**src/rtl/huffman_encoder_pkg.sv**
```systemverilog
// Shared constants, codebook and symbol type for the Huffman encoder/decoder pair.
// The codebook lives here so the encoder ROM and decoder reference model share one source of truth.
package huff_pkg;

  localparam int SYM_W        = 3;
  localparam int CODE_MAX_LEN = 4;
  localparam int CNT_W        = 3;

  localparam logic                IDLE_BIT = 1'b0;
  localparam logic [CNT_W-1:0]    CNT_ONE  = 3'd1;

  typedef enum logic [SYM_W-1:0] {
    SYM_1 = 3'd1,
    SYM_2 = 3'd2,
    SYM_3 = 3'd3,
    SYM_4 = 3'd4,
    SYM_5 = 3'd5,
    SYM_6 = 3'd6
  } sym_e;

  // Codewords are left-aligned in CODE_MAX_LEN bits; unused low bits are zero.
  localparam logic [CODE_MAX_LEN-1:0] CODE_1 = 4'b0000;
  localparam logic [CODE_MAX_LEN-1:0] CODE_2 = 4'b1010;
  localparam logic [CODE_MAX_LEN-1:0] CODE_3 = 4'b1000;
  localparam logic [CODE_MAX_LEN-1:0] CODE_4 = 4'b1110;
  localparam logic [CODE_MAX_LEN-1:0] CODE_5 = 4'b1101;
  localparam logic [CODE_MAX_LEN-1:0] CODE_6 = 4'b1100;

  localparam logic [CNT_W-1:0] LEN_1 = 3'd1;
  localparam logic [CNT_W-1:0] LEN_2 = 3'd3;
  localparam logic [CNT_W-1:0] LEN_3 = 3'd3;
  localparam logic [CNT_W-1:0] LEN_4 = 3'd3;
  localparam logic [CNT_W-1:0] LEN_5 = 3'd4;
  localparam logic [CNT_W-1:0] LEN_6 = 3'd4;

  typedef struct packed {
    logic [CODE_MAX_LEN-1:0] code;
    logic [CNT_W-1:0]        len;
    logic                    illegal;
  } code_entry_t;

  function automatic code_entry_t lookup_code(input logic [SYM_W-1:0] sym);
    code_entry_t entry;
    entry = '{code: '0, len: '0, illegal: 1'b1};
    case (sym)
      SYM_1:   entry = '{code: CODE_1, len: LEN_1, illegal: 1'b0};
      SYM_2:   entry = '{code: CODE_2, len: LEN_2, illegal: 1'b0};
      SYM_3:   entry = '{code: CODE_3, len: LEN_3, illegal: 1'b0};
      SYM_4:   entry = '{code: CODE_4, len: LEN_4, illegal: 1'b0};
      SYM_5:   entry = '{code: CODE_5, len: LEN_5, illegal: 1'b0};
      SYM_6:   entry = '{code: CODE_6, len: LEN_6, illegal: 1'b0};
      default: entry = '{code: '0, len: '0, illegal: 1'b1};
    endcase
    return entry;
  endfunction

endpackage

```
**src/rtl/huffman_encoder_if.sv**
```systemverilog
// Symbol handshake plus serial bitstream bundle between symbol source, encoder and decoder.
interface huffman_encoder_if;
  import huff_pkg::*;

  logic [SYM_W-1:0] sym;
  logic             sym_valid;
  logic             sym_ready;
  logic             x;
  logic             x_valid;
  logic             busy;
  logic             err;

  // master = symbol source / stream observer, slave = encoder
  modport master (
    output sym, sym_valid,
    input  sym_ready, x, x_valid, busy, err
  );

  modport slave (
    input  sym, sym_valid,
    output sym_ready, x, x_valid, busy, err
  );

endinterface

```
**src/rtl/huffman_encoder_code_rom.sv**
```systemverilog
// Combinational codebook lookup: symbol -> left-aligned codeword, length and illegal flag.
module huffman_code_rom
  import huff_pkg::*;
(
  input  logic [SYM_W-1:0]        i_sym,
  output logic [CODE_MAX_LEN-1:0] o_code,
  output logic [CNT_W-1:0]        o_len,
  output logic                    o_illegal
);

  code_entry_t w_entry;

  assign w_entry   = lookup_code(i_sym);
  assign o_code    = w_entry.code;
  assign o_len     = w_entry.len;
  assign o_illegal = w_entry.illegal;

endmodule

```
**src/rtl/huffman_encoder.sv**
```systemverilog
// Serialises 3-bit symbols into a prefix-free Huffman bitstream, MSB first, one bit per clock.
// A new symbol is accepted while idle or while the last bit of the current codeword is on x.
module huffman_encoder
  import huff_pkg::*;
(
  input  logic       clk,
  input  logic       reset,
  huffman_encoder_if.slave bus
);

  logic [CODE_MAX_LEN-1:0] r_sh;
  logic [CNT_W-1:0]        r_cnt;
  logic                    r_err;

  logic [CODE_MAX_LEN-1:0] w_sh_nxt;
  logic [CNT_W-1:0]        w_cnt_nxt;
  logic                    w_err_nxt;

  logic [CODE_MAX_LEN-1:0] w_rom_code;
  logic [CNT_W-1:0]        w_rom_len;
  logic                    w_rom_illegal;
  logic                    w_ready;
  logic                    w_accept;
  logic                    w_active;

  huffman_code_rom u_code_rom (
    .i_sym     (bus.sym),
    .o_code    (w_rom_code),
    .o_len     (w_rom_len),
    .o_illegal (w_rom_illegal)
  );

  // Ready depends on registered state only, so it never combinationally follows sym_valid.
  assign w_ready  = (r_cnt <= CNT_ONE);
  assign w_accept = bus.sym_valid & w_ready;
  assign w_active = (r_cnt != '0);

  always_comb begin
    // NOTE: every combinational output gets a default first so no path can infer a latch.
    w_sh_nxt  = r_sh;
    w_cnt_nxt = r_cnt;
    w_err_nxt = 1'b0;

    if (w_accept && !w_rom_illegal) begin
      w_sh_nxt  = w_rom_code;
      w_cnt_nxt = w_rom_len;
    end else if (r_cnt > CNT_ONE) begin
      w_sh_nxt  = {r_sh[CODE_MAX_LEN-2:0], 1'b0};
      w_cnt_nxt = r_cnt - CNT_ONE;
    end else begin
      // Last bit (if any) leaves x this edge; an illegal symbol adds nothing behind it.
      w_sh_nxt  = '0;
      w_cnt_nxt = '0;
    end

    if (w_accept && w_rom_illegal) begin
      w_err_nxt = 1'b1;
    end
  end

  // NOTE: sequential state uses non-blocking assignments so all registers update from the same pre-edge values.
  always_ff @(posedge clk or posedge reset) begin
    if (reset) begin
      r_sh  <= '0;
      r_cnt <= '0;
      r_err <= 1'b0;
    end else begin
      r_sh  <= w_sh_nxt;
      r_cnt <= w_cnt_nxt;
      r_err <= w_err_nxt;
    end
  end

  assign bus.sym_ready = w_ready;
  assign bus.x_valid   = w_active;
  assign bus.x         = w_active ? r_sh[CODE_MAX_LEN-1] : IDLE_BIT;
  assign bus.busy      = w_active;
  assign bus.err       = r_err;

endmodule

```
**src/flat_wrapper.sv**
```systemverilog
// flat-port wrapper written by rule: the top's interface ports become plain ports
module huffman_encoder_flat import huff_pkg::*;
  (clk, reset, bus_sym, bus_sym_valid, bus_sym_ready, bus_x, bus_x_valid, bus_busy, bus_err);
  huffman_encoder_if bus_i ();
  input  logic clk;
  input  logic reset;
  input wire logic [$bits(bus_i.sym)-1:0] bus_sym;
  input wire logic [$bits(bus_i.sym_valid)-1:0] bus_sym_valid;
  output wire logic [$bits(bus_i.sym_ready)-1:0] bus_sym_ready;
  output wire logic [$bits(bus_i.x)-1:0] bus_x;
  output wire logic [$bits(bus_i.x_valid)-1:0] bus_x_valid;
  output wire logic [$bits(bus_i.busy)-1:0] bus_busy;
  output wire logic [$bits(bus_i.err)-1:0] bus_err;
  assign bus_i.sym = bus_sym;
  assign bus_i.sym_valid = bus_sym_valid;
  assign bus_sym_ready = bus_i.sym_ready;
  assign bus_x = bus_i.x;
  assign bus_x_valid = bus_i.x_valid;
  assign bus_busy = bus_i.busy;
  assign bus_err = bus_i.err;
  huffman_encoder u_core (.clk(clk), .reset(reset), .bus(bus_i));
endmodule
```
**config.mk**
```make
export PLATFORM = sky130hd
export DESIGN_NAME = huffman_encoder_flat
export DESIGN_NICKNAME = d
export VERILOG_FILES = /design/src/rtl/huffman_encoder_pkg.sv /design/src/rtl/huffman_encoder_if.sv /design/src/rtl/huffman_encoder_code_rom.sv /design/src/rtl/huffman_encoder.sv /design/src/flat_wrapper.sv
export SDC_FILE = /design/constraint.sdc
export NUM_CORES = 1
export LEC_CHECK = 0
export CORE_AREA = 2 2 39 41
export DETAILED_ROUTE_END_ITERATION = 10
export DIE_AREA = 0 0 41 43
export HOLD_SLACK_MARGIN = 0.02
export PLACE_DENSITY = 0.72
export SLEW_MARGIN = 0
export SYNTH_ARGS = -nofsm -noshare
export SYNTH_HDL_FRONTEND = slang
export SYNTH_SLANG_ARGS = --single-unit
```
**constraint.sdc**
```tcl
create_clock -name clk -period 4.89 [get_ports clk]
set_input_delay 1.2225 -clock clk [delete_from_list [all_inputs] [get_ports clk]]
set_output_delay 1.2225 -clock clk [all_outputs]
set_load 0.02 [all_outputs]
```
==> results.md <==
* CTS Buf Count at 3
* Min setup slack post-route at 1.57 ns
* Crit path kind: reg -> out
* Hold Worst Slack at 0.452 ns
* ANT cells at 0
* Commonest non-fill, non-tap cell in the layout: clkdlybuf4s50_1
* Synth Area in Compound Gates at 21.1%
* Placed inst area at 591 um^2
* Wirelength, routed at 837 um
* CP startpoint kind: flip-flop
* Clock Sinks at 8
* Syn Nets at 56
* Total GRT Usage at 12.8%
* Met2 WL post-DR at 397 um
* FF+latch area at 200 um^2
* Yosys cell types at 27
* Die Y at 43 um
* RSZ-0062 raised after global routing: false
* Setup bufs post-CTS at 0
* Layout cells sized above 1 at 14.3%
* Port Buffer Count at 10
* Hold Crit Class: reg -> reg
* Fin. max-slew vios at 0
* Crit Path Max Fanout at 7
* Synth-to-Final Area Change at 22.8%
* Row cnt at 14
* Final GP Congestion at 0.818
* GRT Residual Overflow at 0
* Worst-Skew Late Latency at 0.25 ns
* Largest family of logic cells by synthesized area: compound AO/OA/AOI/OAI gates
* Worst Path Required at 3.67 ns
* Number of synthesized flops with an enable pin at 0
* Post-synthesis mux area share at 4.26%
* Global-route wire length before repair at 1.48 mm
* Die W at 41 um
* Xor and xnor fraction of the mapped netlist area at 3.51%
* Drt wl/cell at 11.6 um
* Post-Syn Area per Cell at 10.6 um^2
* DRT Pass-1 Iters at 4
* Fmax at 0.301 GHz
* Initial Util at 36.1%
* Total chip power at 0.000334 W
* Commonest non-fill, non-tap cells in the layout: 10 x clkdlybuf4s50_1, 8 x dfrtp_1, 4 x inv_1, 4 x o21ai_0
* Worst setup EP type: primary output
* PostCTS Resize Cnt at 0
* Seq cells post-synth at 8
* Clock skew at 0.000901 ns
* Max Root-Sink Buffers at 2
* LEAKAGE at 0.265 nW
* Max Cap Violations at 0
* WL met3 at 58 um
* CP arrival at 2.10 ns
* PD cells at 545 nW/um^2
* Io pins at 11
* Main synth FF type: dfrtp_1
* Fillers at 137
* Status: completed
* Dpl hpwl at 608 um
* Vias at 371
* Max rail drop VDD at 164 uV
* CTS tree: yes
* DRC violations left at 0
* Fin crit share at 68.0%
* NumNets Final at 67
* Clock Pin Slew Worst Setup and Hold Paths at 0.05 ns
* Largest net degree at the start of global routing at 11
* Endpoints failing hold at 0
* Number of global-route vias before repair at 356
* H-tree levels at 1
* Final Setup Violations at 0
* Yosys Warn Count at 0
* Cells after Synth at 47
* Synth Cell Area at 499 um^2
* Wl on met1 at 382 um
* Seq/Total Area, Yosys at 40.1%
* Root Driver: clkbuf_4
* Die ar. at 1760 um^2
* Starting DRT DRC Count at 10
* ANT nets after route at 0
* Ys async rst share at 100%
* Area taken by multi-input logic gates at 251 um^2
* CTS Hold Buffers Added at 0
* DR vias/cell at 5.15
* Tightest Pin Transition at 0.385 ns
* Slew margin rel. at 74.2%
* Max layer used: met3
* Adder-cell share of the synthesized area at 7.52%
* Final instance area at 613 um^2
* Dpl ws at 1.83 ns
* Synth Area in Simple Gates at 14.0%
* Minimum clock period at 3.32 ns
* Setup_tns at 0 ns
* Initial antenna violation count at 0
* CORE AREA at 1380 um^2
-- registers in the layout (all words and copies together) (netlist names) --
register and count:
u_core.r_sh 4, u_core.bus.err 1, u_core.r_cnt 3
-- final cells by class --
type                            instances  share of cell area (%)
Timing Repair Buffer                   10                    16.3
Tap cell                               16                    3.27
Inverter                                5                    3.06
Clock buffer                            3                    3.67
Multi-Input combinational cell         30                    41.0
Sequential cell                         8                    32.7
-- synth_stat cells (2+ instances only) --
cell type  count  area (um^2)
a21oi_1        2         10.0
buf_2          2         10.0
dfrtp_1        8          200
ha_1           3         37.5
inv_1          4         15.0
nand2b_1       2         12.5
nand3b_1       2         15.0
o21ai_0        4         20.0
xnor2_1        2         17.5
-- critical path, cell delays in order, from the launching register on --
cell and delay (ns):
dfrtp_1 0.37, inv_1 0.09, ha_1 0.14, o21ba_2 0.18, or2_1 0.33, inv_2 0.13
clkdlybuf4s50_1 0.60
-- cell families (layout without fill, tap and decap cells) --
family / count (synthesis) / count (layout)
DFF: 8 / 8
xor gates and xnor gates: 2 / 2
and+or+nand+nor: 10 / 10
muxes: 2 / 2
buffers and inverters: 9 / 18
adders and majority gates: 3 / 3
AOI/OAI and AO/OA: 13 / 13
-- report_power, final --
part            total, W  internal, W  leakage [nW]  switching, W
Sequential      0.000103    0.0000885         0.105     0.0000146
Combinational   0.000183    0.0000860         0.146     0.0000971
Clock          0.0000480    0.0000279        0.0138     0.0000201
Total           0.000334     0.000202         0.265      0.000132
-- metal layers --
| layer | up-vias | GRT usage (%) |
|---|---|---|
| met4 | 0 | 8.00 |
| met2 | 19 | 16.3 |
| met1 | 167 | 17.5 |
| met3 | 0 | 4.71 |
| met5 | - | 0 |
| li1 | 185 | - |
-- through the flow --
stage	instances	utilization [%]
floorplan	47	-
global placement	69	42.7
detailed placement	69	42.7
CTS	72	44.3
global route	72	44.3
finish	72	44.3
-- worst paths after layout --
kind | startpoint | endpoint | slack [ns] | cells past startpoint
worst max register to register | u_core.r_cnt[0]$_DFF_PP0_ | u_core.r_sh[2]$_DFF_PP0_ | 3.17 | 5
worst min-delay path | u_core.r_sh[1]$_DFF_PP0_ | u_core.r_sh[2]$_DFF_PP0_ | 0.45 | 1
min in group asynchronous | reset | u_core.r_sh[1]$_DFF_PP0_ | 1.22 | 2
worst min register to register | u_core.r_sh[1]$_DFF_PP0_ | u_core.r_sh[2]$_DFF_PP0_ | 0.45 | 1
max in group asynchronous | reset | u_core.r_cnt[2]$_DFF_PP0_ | 3.45 | 2
worst max-delay path | u_core.r_cnt[1]$_DFF_PP0_ | bus_sym_ready | 1.57 | 6
Power figures use the tool's default switching activity.
